### config.mk
export PLATFORM = sky130hd
export DESIGN_NAME = bcd_ascii_tx
export DESIGN_NICKNAME = d
export VERILOG_FILES = /design/src/rtl/bcd_ascii_tx.sv
export SDC_FILE = /design/constraint.sdc
export NUM_CORES = 1
export LEC_CHECK = 0
export BUFFER_PORTS_ARGS = -buffer_cell sky130_fd_sc_hd__buf_2
export CAP_MARGIN = 20
export CORE_MARGIN = 2
export CORE_UTILIZATION = 55
export CTS_CLUSTER_DIAMETER = 150
export DETAILED_ROUTE_END_ITERATION = 8
export PLACE_DENSITY = 0.81
export SLEW_MARGIN = 20
export SYNTH_ARGS = -nofsm -noshare
export SYNTH_HDL_FRONTEND = slang
export SYNTH_SLANG_ARGS = --single-unit
### constraint.sdc
create_clock -name clk -period 5 [get_ports clk]
set_input_delay 1.25 -clock clk [delete_from_list [all_inputs] [get_ports clk]]
set_output_delay 1.25 -clock clk [all_outputs]
set_load 0.005 [all_outputs]
### src/rtl/bcd_ascii_tx.sv
// BCD result to ASCII byte-stream serialiser: optional '!' overflow marker,
// digits MS-first with optional leading-zero suppression, then a terminator.
module bcd_ascii_tx #(
    parameter int          DIGITS         = 2,
    parameter bit          SUPPRESS_ZEROS = 1'b1,
    parameter logic [7:0]  TERM           = 8'h0A
) (
    input  logic                  clk,
    input  logic                  rst,
    input  logic [4*DIGITS-1:0]   bcd,
    input  logic                  done,
    input  logic                  ovfl,
    output logic [7:0]            tdata,
    output logic                  tvalid,
    input  logic                  tready,
    output logic                  busy
);

    localparam int IDX_W = (DIGITS > 1) ? $clog2(DIGITS) : 1;
    localparam logic [IDX_W-1:0] IDX_LAST = IDX_W'(DIGITS - 1);
    localparam logic [IDX_W-1:0] IDX_ONE  = IDX_W'(1);
    localparam logic [IDX_W-1:0] IDX_ZERO = IDX_W'(0);

    typedef enum logic [2:0] {
        S_IDLE = 3'd0,
        S_OVF  = 3'd1,
        S_SKIP = 3'd2,
        S_EMIT = 3'd3,
        S_TERM = 3'd4
    } state_t;

    state_t                 state_r;
    state_t                 state_s;
    logic [IDX_W-1:0]       idx_r;
    logic [IDX_W-1:0]       idx_s;
    logic [4*DIGITS-1:0]    bcd_r;
    logic [4*DIGITS-1:0]    bcd_s;
    logic                   ovfl_r;
    logic                   ovfl_s;
    logic                   done_q_r;
    logic                   tvalid_r;
    logic                   tvalid_s;
    logic [7:0]             tdata_r;
    logic [7:0]             tdata_s;
    logic                   busy_r;
    logic                   start_s;
    logic                   hs_s;
    logic [3:0]             cur_digit_s;

    function automatic logic [3:0] digit_at(
        input logic [4*DIGITS-1:0] v,
        input logic [IDX_W-1:0]    i
    );
        return v[4*i +: 4];
    endfunction

    function automatic logic [7:0] to_ascii(input logic [3:0] d);
        logic [7:0] a;
        if (d <= 4'd9) begin
            a = 8'h30 + {4'h0, d};
        end else begin
            a = 8'h3F;
        end
        return a;
    endfunction

    assign start_s     = done & ~done_q_r;
    assign hs_s        = tvalid_r & tready;
    assign cur_digit_s = digit_at(bcd_r, idx_r);

    // Next-state, capture and next-output computation; outputs derive from the next state.
    always_comb begin
        state_s  = state_r;
        idx_s    = idx_r;
        bcd_s    = bcd_r;
        ovfl_s   = ovfl_r;
        tvalid_s = 1'b0;
        tdata_s  = 8'h00;

        case (state_r)
            S_IDLE: begin
                if (start_s) begin
                    bcd_s   = bcd;
                    ovfl_s  = ovfl;
                    idx_s   = IDX_LAST;
                    state_s = ovfl_s ? S_OVF : S_SKIP;
                end else begin
                    state_s = S_IDLE;
                end
            end
            S_OVF: begin
                if (hs_s) begin
                    state_s = S_SKIP;
                end else begin
                    state_s = S_OVF;
                end
            end
            S_SKIP: begin
                if (SUPPRESS_ZEROS && (cur_digit_s == 4'd0) && (idx_r != IDX_ZERO)) begin
                    idx_s = idx_r - IDX_ONE;
                end else begin
                    state_s = S_EMIT;
                end
            end
            S_EMIT: begin
                if (hs_s) begin
                    if (idx_r == IDX_ZERO) begin
                        state_s = S_TERM;
                    end else begin
                        idx_s = idx_r - IDX_ONE;
                    end
                end else begin
                    state_s = S_EMIT;
                end
            end
            S_TERM: begin
                if (hs_s) begin
                    state_s = S_IDLE;
                end else begin
                    state_s = S_TERM;
                end
            end
            default: begin
                state_s = S_IDLE;
            end
        endcase

        case (state_s)
            S_OVF: begin
                tvalid_s = 1'b1;
                tdata_s  = 8'h21;
            end
            S_EMIT: begin
                tvalid_s = 1'b1;
                tdata_s  = to_ascii(digit_at(bcd_s, idx_s));
            end
            S_TERM: begin
                tvalid_s = 1'b1;
                tdata_s  = TERM;
            end
            default: begin
                tvalid_s = 1'b0;
                tdata_s  = 8'h00;
            end
        endcase
    end

    // State, capture and registered-output update with synchronous reset.
    always_ff @(posedge clk) begin
        if (rst) begin
            state_r  <= S_IDLE;
            idx_r    <= IDX_ZERO;
            bcd_r    <= '0;
            ovfl_r   <= 1'b0;
            done_q_r <= 1'b0;
            tvalid_r <= 1'b0;
            tdata_r  <= 8'h00;
            busy_r   <= 1'b0;
        end else begin
            state_r  <= state_s;
            idx_r    <= idx_s;
            bcd_r    <= bcd_s;
            ovfl_r   <= ovfl_s;
            done_q_r <= done;
            tvalid_r <= tvalid_s;
            tdata_r  <= tdata_s;
            busy_r   <= (state_s != S_IDLE);
        end
    end

    assign tvalid = tvalid_r;
    assign tdata  = tdata_r;
    assign busy   = busy_r;

endmodule

==> impl_metrics.csv, run 1 <==
group,metric,value,unit
layout,diodes,0,
global_routing,first_global_vias,839,
timing,finalSetupViolCount,0,
power,leakagePower,0.499,nW
route,viasPerCell,5.62,
worst_hold_path,hold_end,"bcd_r[4]",
logic_synthesis,synthCells,111,
die,die_h,46.4,um
logic_synthesis,ys_warn_count,0,
route,firstDrtPassIters,4,
timing,fin_tns_setup,0,ns
global_routing,grtUsageTotal,21.8,%
cts,htreeDepth,1,
global_routing,antenna_found_initial,0,
timing,slew_violations,0,
cts,cts_buffers,3,
route,wl_per_cell,13.1,um
layout,layout.cells.non_filler,156,
critical_path,r2r_end,"tdata[0]",
worst_hold_path,hold_depth,2,
flow_run,maxCapViolCount,0,
timing,rsz0062_at_grt,"false",
placed_design,place_inst,152,
cts,hold_buffers,0,
cts,clk_path_buf_depth,2,
placed_design,place.gp.congestion,0.799,
worst_hold_path,hp-class,"flop to flop",
timing,timing.final.crit_period,2.43,ns
critical_path,cp_max_fo,12,
placed_design,dp_hpwl,1.58,mm
layout,drive_above_1_share,25.2,%
power,p_per_area,323,nW/um2
die,core_area,1710,um2
die,ioPinCount,23,
layout,nNetsFinal,145,
worst_hold_path,min_from,"bcd_r[4]",
critical_path,criticalPathCategory,"input port to flop",
die,dieArea,2150,um2
critical_path,endpoint_kind,"flop",
die,fp.dieW,46.4,um
route,ant_nets,0,
critical_path,r2r-start,"state_r[2]",
logic_synthesis,ys_seq_area_share,42.5,%
route,wl,2.04,mm
logic_synthesis,mappedNetlistArea,988,um2
logic_synthesis,synthDistinctLibCells,36,
global_routing,grt_max_degree,14,
cts,cts_tree,"built",
timing,finalHoldViolCount,0,
critical_path,reg2reg_setup_slack,2.83,ns
critical_path,arrival,2.61,ns
timing,finalWorstSetupSlack,2.57,ns
cts,cts.clk_slew.worst_paths,0.11,ns
route,vias,877,
cts,insertion_delay,0.30,ns
placed_design,place_area,1100,um2
die,start_util,57.9,%
critical_path,critPathRequiredTime,5.19,ns
global_routing,grt_pass1_wl,3.39,mm
cts,post_cts_resized,0,
die,rows,15,
timing,finClkSkew,0.00174,ns
timing,hold_slack,0.503,ns
logic_synthesis,ys_ff_latch,21,
route,drc,0,
status,status,"finished, final reports clean",
layout,fin_util,65.9,%
cts,cts-root-buf,"clkbuf_4",
power,total_power,363,uW
global_routing,grt_overflow_total,0,
timing,period_share,48.5,%
cts,postCtsSetupBuffers,0,
timing,max_freq,412,MHz
power,ir_worst_vdd,0.223,mV
layout,area_growth,13.8,%
route,drtIter0Drc,9,
critical_path,critical_path.startpoint_type,"input port",
placed_design,place_ws,2.26,ns
cts,clock_sinks,21,
placed_design,portBuffers,20,
critical_path,r2r_cells,6,
logic_synthesis,post_synth.cell_area_avg,8.90,um2
layout,fin_area,1120,um2
worst max-delay path: stages:
cell,delay (ns)
buf_2,0.12
and2_4,0.24
a2bb2oi_4,0.29
mux2_2,0.38
a211oi_1,0.24
a21oi_1,0.09
layout by cell type (no fill, tap or decap), drive strengths merged, types with 2 or more instances in the layout:
| cell | instances |
|---|---|
| inv | 6 |
| a21oi | 11 |
| nand3 | 2 |
| and2 | 2 |
| mux2i | 7 |
| nand2 | 19 |
| buf | 20 |
| nor4 | 2 |
| nand2b | 2 |
| clkbuf | 3 |
| a311o | 2 |
| mux2 | 2 |
| o21ai | 7 |
| nor2b | 3 |
| a211oi | 3 |
| nor2 | 3 |
| dfxtp | 21 |
| conb | 2 |
sequential cells by signal, indices dropped and copies added, names as in the netlist:
name / count
bcd_r: 8
tdata: 6
state_r: 3
busy: 1
done_q_r: 1
idx_r: 1
tvalid: 1
cell usage after synthesis:
cell type	count	area, um2
a2bb2oi_4	1	26.3
conb_1	1	3.75
nor2_1	3	11.3
a21bo_2	1	10.0
and3_1	1	6.26
buf_4	2	15.0
o32a_1	1	10.0
nor4_1	1	6.26
a311o_1	2	20.0
mux2_2	2	22.5
a21oi_2	1	8.76
nor4_4	1	21.3
or4_1	1	7.51
o211ai_1	1	7.51
nand2b_2	1	8.76
dfxtp_1	21	420
and2_1	1	6.26
a21oi_1	10	50.1
nand2_1	19	71.3
mux2i_1	7	70.1
and2_4	1	8.76
inv_2	1	3.75
o21ai_0	7	35.0
a21boi_0	1	7.51
o41ai_1	1	8.76
a21o_1	1	7.51
a31oi_1	1	6.26
nand3_1	2	10.0
or3_1	1	6.26
clkbuf_1	3	11.3
nor3_1	1	5.00
inv_1	5	18.8
a211o_1	1	8.76
nand2b_1	1	6.26
nor2b_1	3	18.8
a211oi_1	3	22.5
how the worst max path moves through the flow:
stage	start	to	slack, ns	cells past startpoint
after floorplan	tready	tdata[0]	2.57	6
final	done	tdata[0]	2.57	6
after CTS	done	tdata[0]	2.58	6
after global placement	done	tdata[0]	2.34	6
after detailed placement	done	tdata[0]	2.26	6
after global routing	tready	busy	2.49	6
routing by layer:
layer	GRT usage, %	up-vias	part of all wire [%]
met5	0	-	0
met4	10.3	0	2.4
met2	37.2	33	50
met1	26.2	403	43
li1	-	433	-
met3	3.92	8	4.5
where the power goes:
group | total (mW) | switching, mW | internal [mW]
registers | 0.197 | 0.0146 | 0.182
logic | 0.0857 | 0.0450 | 0.0407
clock network | 0.0801 | 0.0503 | 0.0298
logic make-up after synthesis:
logic type	share of synthesized area, %
AND/OR/NAND/NOR	19.6
AO/OA/AOI/OAI	23.2
flip-flops	42.5
buffers and inverters	4.94
multiplexers	9.37
other	0.379
cell type report:
cell class / count / area (um2)
clock buffer: 3 / 22.5
clock inverter: 1 / 5.00
fill: 151 / 583
inverter: 6 / 22.5
multi-input combinational: 80 / 523
sequential: 21 / 420
tap: 25 / 31.3
timing repair buffer: 20 / 100
No activity file was read; power rests on OpenSTA's default activity.
==> run 2: changes to the inputs <==
--- a/config.mk
+++ b/config.mk
@@ -8,10 +8,10 @@
 export BUFFER_PORTS_ARGS = -buffer_cell sky130_fd_sc_hd__buf_2
 export CAP_MARGIN = 20
 export CORE_MARGIN = 2
-export CORE_UTILIZATION = 55
+export CORE_UTILIZATION = 51
 export CTS_CLUSTER_DIAMETER = 150
 export DETAILED_ROUTE_END_ITERATION = 8
-export PLACE_DENSITY = 0.81
+export PLACE_DENSITY = 0.76
 export SLEW_MARGIN = 20
 export SYNTH_ARGS = -nofsm -noshare
 export SYNTH_HDL_FRONTEND = slang
==> constraint.sdc (replaced) <==
create_clock -name clk -period 2.45 [get_ports clk]
set_input_delay 0.6125 -clock clk [delete_from_list [all_inputs] [get_ports clk]]
set_output_delay 0.6125 -clock clk [all_outputs]
set_load 0.005 [all_outputs]
==> run 2 against run 1 <==
  * Sequential share of layout area shrank 0.25 points
  * Critical endpoint unchanged
  * Non-clock buffer count grew 1
  * Critical path type is now flop to flop
  * Clock-buffer cell count is the same
==> impl_metrics.csv, run 2 (same netlist as run 1, synthesis figures left out) <==
group,metric,value,unit
cts,post_cts_resized,0,
cts,cts_tree,"built",
flow_run,maxCapViolCount,0,
die,fp.dieW,48.0,um
critical_path,critPathRequiredTime,2.63,ns
critical_path,crit_buf_inv,0,
placed_design,place.gp.congestion,0.788,
timing,finalSetupViolCount,0,
worst_hold_path,hold_end,"bcd_r[0]",
timing,rsz0062_at_grt,"false",
global_routing,grt_overflow_total,0,
worst_hold_path,hold_depth,2,
global_routing,grt_pass1_wl,3.32,mm
route,wl_per_cell,12.8,um
route,drtIter0Drc,12,
critical_path,r2r_cells,6,
power,total_power,740,uW
timing,finClkSkew,0.00812,ns
cts,postCtsSetupBuffers,0,
layout,area_growth,14.6,%
critical_path,r2r_end,"tdata[0]",
critical_path,criticalPathCategory,"flop to flop",
critical_path,reg2reg_setup_slack,0.33,ns
placed_design,dp_hpwl,1.56,mm
cts,cts_buffers,3,
route,vias,845,
route,ant_nets,0,
worst_hold_path,hp-class,"flop to flop",
layout,layout.cells.non_filler,157,
critical_path,endpoint_kind,"flop",
global_routing,first_global_vias,802,
layout,diodes,0,
cts,clk_path_buf_depth,2,
layout,fin_util,63.5,%
die,core_area,1780,um2
global_routing,grtUsageMet2,37.9,%
timing,period_share,86.6,%
critical_path,path_cells,"nor4_4 -> and2_4 -> a2bb2oi_4 -> mux2_2 -> a211oi_1 -> a21oi_1",
layout,final_common_cell,"dfxtp_1",
critical_path,slowest_delay,0.40,ns
die,ioPinCount,23,
cts,cts.clk_slew.worst_paths,0.11,ns
power,p_per_area,653,nW/um2
die,die_h,48.0,um
timing,fin_tns_setup,0,ns
layout,drive_above_1_share,25.8,%
critical_path,arrival,2.30,ns
timing,finalHoldViolCount,0,
global_routing,antenna_found_initial,0,
critical_path,crit_family,"simple AND/OR/NAND/NOR gates",
global_routing,grt_max_degree,14,
cts,cts-root-buf,"clkbuf_4",
cts,clock_sinks,21,
die,dieArea,2310,um2
route,firstDrtPassIters,4,
power,ir_worst_vdd,0.421,mV
critical_path,r2r-start,"state_r[2]",
worst_hold_path,min_from,"bcd_r[0]",
global_routing,grtUsageTotal,20.8,%
cts,htreeDepth,1,
placed_design,place_inst,153,
global_routing,grtUsageMet3,4.53,%
status,status,"finished, final reports clean",
critical_path,critical_path.startpoint_type,"flop",
placed_design,portBuffers,20,
layout,final_cell_mix,"dfxtp_1 (21), buf_2 (20), nand2_1 (19), a21oi_1 (10)",
route,viasPerCell,5.38,
critical_path,cp_max_fo,12,
layout,largest_reg_flops,8,
route,drc,0,
die,start_util,55.4,%
critical_path,crit_slowest_cell,"dfxtp_1",
cts,insertion_delay,0.30,ns
global_routing,busiest_layer,"met2",
layout,nNetsFinal,146,
layout,largest-register,"bcd_r",
power,leakagePower,0.503,nW
global_routing,use_met1,24.4,%
cts,hold_buffers,0,
route,wl,2.02,mm
timing,timing.final.crit_period,2.12,ns
die,rows,15,
timing,max_freq,471,MHz
timing,slew_violations,0,
[run 2: layout make-up]
type                    instances  area [um2]
clock inverters                 1        5.00
fillers                       172         651
repair buffers                 21         108
clock buffers                   3        22.5
flip-flops and latches         21         420
inverters                       6        22.5
well taps                      25        31.3
multi-input cells              80         523
[run 2: worst register-to-register path: cells and delay by family (launching register included)]
| family | cells | cell delay (ns) |
|---|---|---|
| flip-flops | 1 | 0.40 |
| multiplexers | 1 | 0.37 |
| AO/OA/AOI/OAI | 3 | 0.60 |
| AND/OR/NAND/NOR | 2 | 0.62 |
[run 2: layer usage]
metal | part of all wire, % | wire [um]
met1 | 45 | 901
met2 | 51 | 1020
met3 | 3.5 | 70
met4 | 1.0 | 21
met5 | 0 | 0
[run 2: metrics by stage]
| stage | instance area [um2] | hold WS, ns | worst slack (ns) |
|---|---|---|---|
| 3_3_place_gp | 1100 | 0.473 | 0.422 |
| 2_1_floorplan | 992 | 0.442 | 0.577 |
| 3_5_place_dp | 1100 | 0.470 | 0.368 |
| 4_1_cts | 1130 | 0.490 | 0.338 |
| 5_1_grt | 1130 | 0.515 | 0.192 |
| 6_report | 1130 | 0.487 | 0.329 |
[run 2: worst max path at each step]
| stage | startpoint | endpoint | slack [ns] | depth (start not counted) |
|---|---|---|---|---|
| detailed placement | state_r[2] | tdata[0] | 0.37 | 6 |
| global route | state_r[2] | tdata[0] | 0.19 | 6 |
| CTS | state_r[2] | tdata[0] | 0.34 | 6 |
| floorplan | state_r[2] | tdata[0] | 0.58 | 6 |
| finish | state_r[2] | tdata[0] | 0.33 | 6 |
| global placement | state_r[2] | tdata[0] | 0.42 | 6 |
[run 2: power breakdown]
part | switching (mW) | internal [mW]
logic | 0.0908 | 0.0855
clock network | 0.100 | 0.0608
registers | 0.0304 | 0.372
